==> config.mk <==
export PLATFORM = sky130hd
export DESIGN_NAME = sample_playback_engine
export DESIGN_NICKNAME = d
export VERILOG_FILES = /design/src/rtl/sample_pkg.sv /design/src/rtl/sample_envelope.sv /design/src/rtl/sample_playback_engine.sv
export SDC_FILE = /design/constraint.sdc
export NUM_CORES = 1
export LEC_CHECK = 0
export CAP_MARGIN = 5
export CORE_ASPECT_RATIO = 1.5
export CORE_UTILIZATION = 44
export DETAILED_ROUTE_END_ITERATION = 16
export GPL_ROUTABILITY_DRIVEN = 0
export PLACE_DENSITY = 0.67
export SYNTH_ARGS = -nofsm -noshare
export SYNTH_HDL_FRONTEND = slang
export SYNTH_SLANG_ARGS = --single-unit
==> constraint.sdc <==
create_clock -name clk_in -period 5.28 [get_ports clk_in]
set_input_delay 1.32 -clock clk_in [delete_from_list [all_inputs] [get_ports clk_in]]
set_output_delay 1.32 -clock clk_in [all_outputs]
set_load 0.03 [all_outputs]
==> src/rtl/sample_pkg.sv <==
// Shared types and constants for the sample playback engine.
//   env_state_t : envelope FSM state encoding
//   GAIN_WIDTH  : width of the unsigned gain word (0..GAIN_MAX)
//   GAIN_MAX    : unity gain
package sample_pkg;

    localparam int GAIN_WIDTH = 9;
    localparam logic [GAIN_WIDTH-1:0] GAIN_MAX = GAIN_WIDTH'(256);

    typedef enum logic [1:0] {
        ENV_IDLE    = 2'd0,
        ENV_ATTACK  = 2'd1,
        ENV_SUSTAIN = 2'd2,
        ENV_RELEASE = 2'd3
    } env_state_t;

endpackage

==> src/rtl/sample_envelope.sv <==
// Envelope FSM and gain register.
//   clk_in, rst_in : clock, asynchronous active-high reset
//   tick_i         : one-cycle pulse per audio sample period
//   gate_i         : note-on level
//   state_next_o   : state that takes effect at the coming edge
//   gain_next_o    : gain that takes effect at the coming edge
//   active_o       : registered state is not IDLE
//
// state   | meaning
// IDLE    | silent, gain held at 0
// ATTACK  | gain ramps up by RAMP_STEP per tick until GAIN_MAX
// SUSTAIN | gain held at GAIN_MAX while the gate is high
// RELEASE | gain ramps down by RAMP_STEP per tick until 0
module sample_envelope
    import sample_pkg::*;
#(
    parameter int RAMP_STEP = 32
) (
    input  logic                  clk_in,
    input  logic                  rst_in,
    input  logic                  tick_i,
    input  logic                  gate_i,
    output env_state_t            state_next_o,
    output logic [GAIN_WIDTH-1:0] gain_next_o,
    output logic                  active_o
);

    localparam logic [GAIN_WIDTH:0] STEP     = (GAIN_WIDTH+1)'(RAMP_STEP);
    localparam logic [GAIN_WIDTH:0] GAIN_TOP = {1'b0, GAIN_MAX};

    env_state_t            state_q, state_d;
    logic [GAIN_WIDTH-1:0] gain_q, gain_d;
    logic                  gate_prev_q;
    logic                  gate_rise, gate_fall;
    logic [GAIN_WIDTH:0]   gain_up, gain_dn;

    assign gate_rise = gate_i & ~gate_prev_q;
    assign gate_fall = ~gate_i & gate_prev_q;
    assign gain_up   = {1'b0, gain_q} + STEP;
    assign gain_dn   = {1'b0, gain_q} - STEP;

    // A gate edge wins over a tick in the same cycle: the gain is left alone.
    always_comb begin
        state_d = state_q;
        gain_d  = gain_q;
        case (state_q)
            ENV_IDLE: begin
                gain_d = '0;
                if (gate_rise) state_d = ENV_ATTACK;
            end
            ENV_ATTACK: begin
                if (gate_fall) begin
                    state_d = ENV_RELEASE;
                end else if (tick_i) begin
                    if (gain_up >= GAIN_TOP) begin
                        gain_d  = GAIN_MAX;
                        state_d = ENV_SUSTAIN;
                    end else begin
                        gain_d = gain_up[GAIN_WIDTH-1:0];
                    end
                end
            end
            ENV_SUSTAIN: begin
                gain_d = GAIN_MAX;
                if (gate_fall) state_d = ENV_RELEASE;
            end
            ENV_RELEASE: begin
                if (gate_rise) begin
                    state_d = ENV_ATTACK;
                end else if (tick_i) begin
                    if ({1'b0, gain_q} <= STEP) begin
                        gain_d  = '0;
                        state_d = ENV_IDLE;
                    end else begin
                        gain_d = gain_dn[GAIN_WIDTH-1:0];
                    end
                end
            end
            default: begin
                state_d = ENV_IDLE;
                gain_d  = '0;
            end
        endcase
    end

    always_ff @(posedge clk_in or posedge rst_in) begin
        if (rst_in) begin
            state_q     <= ENV_IDLE;
            gain_q      <= '0;
            gate_prev_q <= 1'b0;
        end else begin
            state_q     <= state_d;
            gain_q      <= gain_d;
            gate_prev_q <= gate_i;
        end
    end

    assign state_next_o = state_d;
    assign gain_next_o  = gain_d;
    assign active_o     = (state_q != ENV_IDLE);

endmodule

==> src/rtl/sample_playback_engine.sv <==
// Sample playback engine: reads signed samples from an external BRAM and
// scales them by an attack/sustain/release envelope gain.
//   clk_in, rst_in : clock, asynchronous active-high reset
//   sample_tick    : one-cycle pulse per audio sample period
//   gate_in        : note-on level
//   sample_addr    : upstream address counter
//   bram_addr      : BRAM read address (output)
//   bram_dout      : signed BRAM read data, BRAM_LATENCY cycles after address
//   sample_out     : gain-scaled sample, held between valid pulses
//   sample_valid   : one-cycle pulse BRAM_LATENCY+2 cycles after each tick
//   active         : envelope is not IDLE
module sample_playback_engine
    import sample_pkg::*;
#(
    parameter int ADDR_WIDTH   = 13,
    parameter int BRAM_DEPTH   = 8192,
    parameter int DATA_WIDTH   = 16,
    parameter int BRAM_LATENCY = 2,
    parameter int RAMP_STEP    = 32
) (
    input  logic                  clk_in,
    input  logic                  rst_in,
    input  logic                  sample_tick,
    input  logic                  gate_in,
    input  logic [ADDR_WIDTH-1:0] sample_addr,
    output logic [ADDR_WIDTH-1:0] bram_addr,
    input  logic [DATA_WIDTH-1:0] bram_dout,
    output logic [DATA_WIDTH-1:0] sample_out,
    output logic                  sample_valid,
    output logic                  active
);

    localparam int PROD_W = DATA_WIDTH + GAIN_WIDTH + 1;
    localparam logic [ADDR_WIDTH-1:0] ADDR_LAST = ADDR_WIDTH'(BRAM_DEPTH - 1);

    env_state_t            env_state_next;
    logic [GAIN_WIDTH-1:0] env_gain_next;

    logic [ADDR_WIDTH-1:0] bram_addr_q, bram_addr_d;
    logic [BRAM_LATENCY:0] valid_pipe_q;
    logic [GAIN_WIDTH-1:0] gain_pipe_q [BRAM_LATENCY+1];
    logic [DATA_WIDTH-1:0] sample_out_q, sample_d;
    logic                  sample_valid_q;
    logic signed [PROD_W-1:0] product;

    sample_envelope #(
        .RAMP_STEP (RAMP_STEP)
    ) u_envelope (
        .clk_in       (clk_in),
        .rst_in       (rst_in),
        .tick_i       (sample_tick),
        .gate_i       (gate_in),
        .state_next_o (env_state_next),
        .gain_next_o  (env_gain_next),
        .active_o     (active)
    );

    // The address rule follows the state being entered, so a gate edge
    // coinciding with a tick already reads with the new rule. In release the
    // upstream counter is parked at 0, so we free-run our own address.
    always_comb begin
        bram_addr_d = bram_addr_q;
        if (sample_tick) begin
            if (env_state_next == ENV_RELEASE) begin
                bram_addr_d = (bram_addr_q == ADDR_LAST) ? '0
                                                         : bram_addr_q + ADDR_WIDTH'(1);
            end else begin
                bram_addr_d = sample_addr;
            end
        end
    end

    // Gain in effect at the tick travels alongside the read so it meets the
    // matching BRAM word.
    assign product  = PROD_W'($signed(bram_dout))
                    * PROD_W'($signed({1'b0, gain_pipe_q[BRAM_LATENCY]}));
    assign sample_d = DATA_WIDTH'(product >>> 8);

    always_ff @(posedge clk_in or posedge rst_in) begin
        if (rst_in) begin
            bram_addr_q    <= '0;
            valid_pipe_q   <= '0;
            for (int i = 0; i <= BRAM_LATENCY; i++) gain_pipe_q[i] <= '0;
            sample_out_q   <= '0;
            sample_valid_q <= 1'b0;
        end else begin
            bram_addr_q     <= bram_addr_d;
            valid_pipe_q[0] <= sample_tick;
            gain_pipe_q[0]  <= env_gain_next;
            for (int i = 1; i <= BRAM_LATENCY; i++) begin
                valid_pipe_q[i] <= valid_pipe_q[i-1];
                gain_pipe_q[i]  <= gain_pipe_q[i-1];
            end
            sample_valid_q <= valid_pipe_q[BRAM_LATENCY];
            if (valid_pipe_q[BRAM_LATENCY]) sample_out_q <= sample_d;
        end
    end

    assign bram_addr    = bram_addr_q;
    assign sample_out   = sample_out_q;
    assign sample_valid = sample_valid_q;

endmodule

Word level (Yosys, flattened, before mapping) --
Index checks and enable logic that the tools add are counted.
Storage, ports and cells: logic and storage cells 49, bits of input ports 33, output and inout port bits 31, flip-flop bits (word level) 63
Cells by class: bitwise logic cells 4, add/sub/neg operators 3, multiplexer cells 18, $mul 1, reduce and logical (&&, ||, !) cells 3, equality and inequality tests 9, magnitude comparators 2
Operator list (count):
- 9-bit two-way mux | 6
- 9-bit one-hot mux with 4 select lines | 1
- 13-bit two-way mux | 2
- 16-bit by 10-bit multiplier with 24-bit output | 1
- 2-bit two-way mux | 8
- 13-bit by 1-bit adder with 13-bit output (second input constant) | 1
- 13-bit == test (second input constant) | 1
- 9-bit by 6-bit adder with 10-bit output (second input constant) | 1
- 10-bit by 9-bit greater-or-equal comparator with 1-bit output (second input constant) | 1
- 9-bit by 6-bit less-or-equal comparator with 1-bit output (second input constant) | 1
- 9-bit by 6-bit subtractor with 9-bit output (second input constant) | 1
- 2-bit != test (second input constant) | 4
- 2-bit one-hot mux with 4 select lines | 1
- 2-bit == test (second input constant) | 3
- 4-bit AND reduction | 1
- 1-bit bitwise AND | 2
- 2-bit by 1-bit == test with 1-bit output (second input constant) | 1
- 2-bit zero test | 1
- 1-bit inverter | 2
- 2-bit nonzero test | 1

Logic depth before layout (Yosys ltp) --
word-level depth 8, gate-level depth with buffers 18, gate-level depth less buffers 16

By module --
From an unflattened synthesis, not the netlist that was laid out.
Unflattened totals: cell total of the unflattened synthesis 784, area, all modules 7709.9 um^2
By module, submodules not included:
- sample_playback_engine | sequential area each 1501.4 um^2, times used 1, area each 6906.6 um^2, cells an instance 701
- sample_envelope | sequential area each 300.3 um^2, times used 1, area each 803.3 um^2, cells an instance 83

Worst setup path before layout --
Ideal clock, no wire load.
path type input to register, start point input port bram_dout[4], end point register sample_out_q[13], in the netlist sample_out[13], data arrival time 5507 ps, library setup time 120 ps, path buffers 0, required time 5160 ps, path slack -347 ps, stages 12, path through and2_1 -> ha_1 -> fa_1 -> fa_1 -> fa_1 -> fa_1 -> ha_1 -> a2111o_1 -> a21oi_1 -> nor4_1 -> or4_1 -> a31o_2
On the way: longest elaborated chain between the ends 1
Ends and longest elaborated chain:
- start, declared | RTL line sample_playback_engine.sv:27 | input logic [DATA_WIDTH-1:0] bram_dout,
- 16-bit by 10-bit multiplier with 24-bit output | RTL line sample_playback_engine.sv:76 | * PROD_W'($signed({1'b0, gain_pipe_q[BRAM_LATENCY]}));
- end signal, assigned | RTL line sample_playback_engine.sv:95 | if (valid_pipe_q[BRAM_LATENCY]) sample_out_q <= sample_d;
- end, declared | RTL line sample_playback_engine.sv:42 | logic [DATA_WIDTH-1:0] sample_out_q, sample_d;
Every way passes these cells. A chain may end at the register's enable or synchronous reset.

Worst setup path in the final report --
start point input port bram_dout[5], end point register sample_out_q[13], in the netlist sample_out[13]
Same word-level chain as after synthesis.

==> impl_metrics.tcl <==
set metrics [dict create \
    post_route_ant_nets 0 \
    wl_per_cell_um 14.1 \
    hold_slack_ns 0.348 \
    slew-limit-headroom_pct 34.9 \
    crit_required_ns 5.46 \
    cts-root-buf "clkbuf_16" \
    clock_path_buffers 2 \
    finalWorstSetupSlack_ns 0.0861 \
    htree_depth 2 \
    yosys_warnings 0 \
    path_clk_slew_ns 0.06 \
    grt_first_pass_wirelength_um 21700 \
    layout.cells.most_common_list "inv_1, ha_1, fa_1, and2_1, dfrtp_1" \
    ys_types 57 \
    synth_top_area_cell "dfrtp_1" \
    post_synth.cell_area_avg_um2 9.74 \
    synthFlopType "dfrtp_1" \
    timing.critical_path.buf_inv 1 \
    grt_overflow_total 0 \
    max_cap_violations 0 \
    place_hpwl_um 9880 \
    postSynth.asyncResetShare_pct 100 \
    routed_wl_um 12500 \
    grt_pass1_vias 4853 \
    cts_num_sinks 48 \
    dr.first_iter.drc_count 156 \
    cp.arrival_ns 5.37 \
    flop_and_latch_count_out_of_synthesis 48 \
    outcome "finished, final reports clean" \
    tritoncts_clock_tree "built" \
    end_kind "flop" \
    cts_made_buffers 5 \
    clock_latency_reported_for_the_late_side_of_the_worst_skew_pair_ns 0.29 \
    placement.io_buffers 63 \
    hold_violations 0 \
    path_class "in2reg" \
    via_count 4597 \
    antenna_cells 0 \
    placed_cells_incl_taps 876 \
    layoutNonFillerInstCount 887 \
    synth_edf_count 0 \
    unrepaired_setup_endpoints_after_global_routing "yes" \
    fp.dieArea_um2 13700 \
    layout.nets 906 \
    crit_path_start_kind "input pin" \
    route.detailed.drc 0 \
    post_synth_main_area_contributors "dfrtp_1, fa_1, ha_1" \
    report.final.setup_viol 0 \
    final_min_period_over_clock_period_pct 98.4 \
    floorplan.die.height_um 143 \
    largest_net_degree_at_the_start_of_global_routing 49 \
    post_route_cells_drive_above_1_share_pct 19.5 \
    synthToLayoutAreaGrowth_pct 31.4 \
    timing.critical_path.slowest_stage_cell "fa_2" \
    gr-usage-all-layers_pct 19.8 \
    rows 51 \
    die_width_um 96.0 \
    vias_per_cell 5.18 \
    worstPathMaxFanout 4 \
    final-max-slew-violation-count 0 \
    floorplan.initialDensity_pct 45.0 \
    grt_antenna_before_repair 0 \
    post-place-ws_ns -0.742 \
    timing.fmax_mhz 193 \
    firstDrtPassIters 4 \
    syn_inst 599 \
    timing.critical_path.mode_cell "fa_2" \
    crit_chain "clkdlybuf4s15_2 > and2_1 > ha_4 > fa_2 > fa_2 > fa_2 > fa_2 > ha_4 > a2111o_1 > a21oi_4 > nor4_4 > or4_1 > a31o_2" \
    core_area_um2 13000 \
    synth.yosys.seq_area_share_pct 20.6 \
    cts.hold.buffers_added 0 \
    io_pins 64 \
    worst_path_largest_cell_delay_ns 0.58 \
    worst_pin_slew_ns 0.975 \
    synth.top_cell.area_share_pct 20.6 \
    min-delay-path-class "reg2reg" \
    clock-skew-final_ns 0.00348 \
    post_synth_instance_area_um2 5830 \
    critical_path.top_delay_family "adder cells" \
    final_period_minus_worst_setup_slack_ns 5.19 \
]
## routing by layer
metal | track usage [%] | vias to the layer above | share of wire, %
met5 | 0 | - | 0
met3 | 2.82 | 9 | 4.2
met4 | 4.01 | 0 | 0.80
li1 | - | 2254 | -
met2 | 37.3 | 80 | 55
met1 | 23.1 | 2254 | 40
## kinds of logic (layout without fill, tap and decap cells)
family,after synthesis,count (layout),share of synthesized area [%]
AO/OA/AOI/OAI,115,115,13.1
AND/OR/NAND/NOR,159,159,15.0
adder cells (fa/ha/maj),146,146,39.0
XOR/XNOR,20,20,3.00
multiplexers,16,16,3.02
flip-flops,48,48,20.6
buffers and inverters,93,182,6.09
other,2,42,0.129
## synth_stat cells, drive strengths merged, types with 8 or more instances
library cell   n
nand2         29
a21oi         37
o21ai         25
dfrtp         48
inv           65
mux2          13
nand3         10
clkbuf        24
nor2          17
xnor2         12
fa            60
ha            86
xor2           8
and2          62
## worst paths after layout
path	start	end	slack, ns	cells past startpoint
max in group asynchronous	rst_in	sample_out[2]$_DFFE_PP0P_	3.09	2
min reg2reg	gain_pipe_q[15]$_DFF_PP0_	gain_pipe_q[6]$_DFF_PP0_	0.35	0
min	gain_pipe_q[15]$_DFF_PP0_	gain_pipe_q[6]$_DFF_PP0_	0.35	0
max reg2reg	gain_pipe_q[8]$_DFF_PP0_	sample_out[13]$_DFFE_PP0P_	0.44	12
max	bram_dout[5]	sample_out[13]$_DFFE_PP0P_	0.09	13
min in group asynchronous	rst_in	u_envelope.gain_q[6]$_DFFE_PP0P_	1.58	2
## timing repair
action,4_1_cts,5_1_grt
gates cloned,0,0
pin swaps,49,46
endpoints found under the setup margin,11,9
resized for setup,70,37
buffers inserted,3,2
## area by class of cell
cell class	count	area [um^2]
Clock inverter	2	38.8
Sequential cell	48	1200
Multi-Input combinational cell	498	4890
Inverter	65	244
Clock buffer	6	139
Timing Repair Buffer	109	956
Fill cell	1108	5290
Tap cell	159	199
## stage by stage
step	utilization, %	instance area, um^2	setup TNS (ns)
floorplan	-	6040	0
detailed placement	54.6	7070	-6.62
finish	59.2	7660	0
global route	59.2	7660	-0.0598
global placement	54.6	7070	-5.90
CTS	58.0	7510	0
## registers in the layout, summed over array words and instances (netlist names)
name and cells:
sample_valid 1, sample_out 16, valid_pipe_q 3, bram_addr 13, u_envelope.gate_prev_q 1, u_envelope.gain_q 4
u_envelope.state_q 2, gain_pipe_q 8
Power is not shown: default switching activity piles up to over one toggle a cycle in this logic, so the estimate is an artifact.
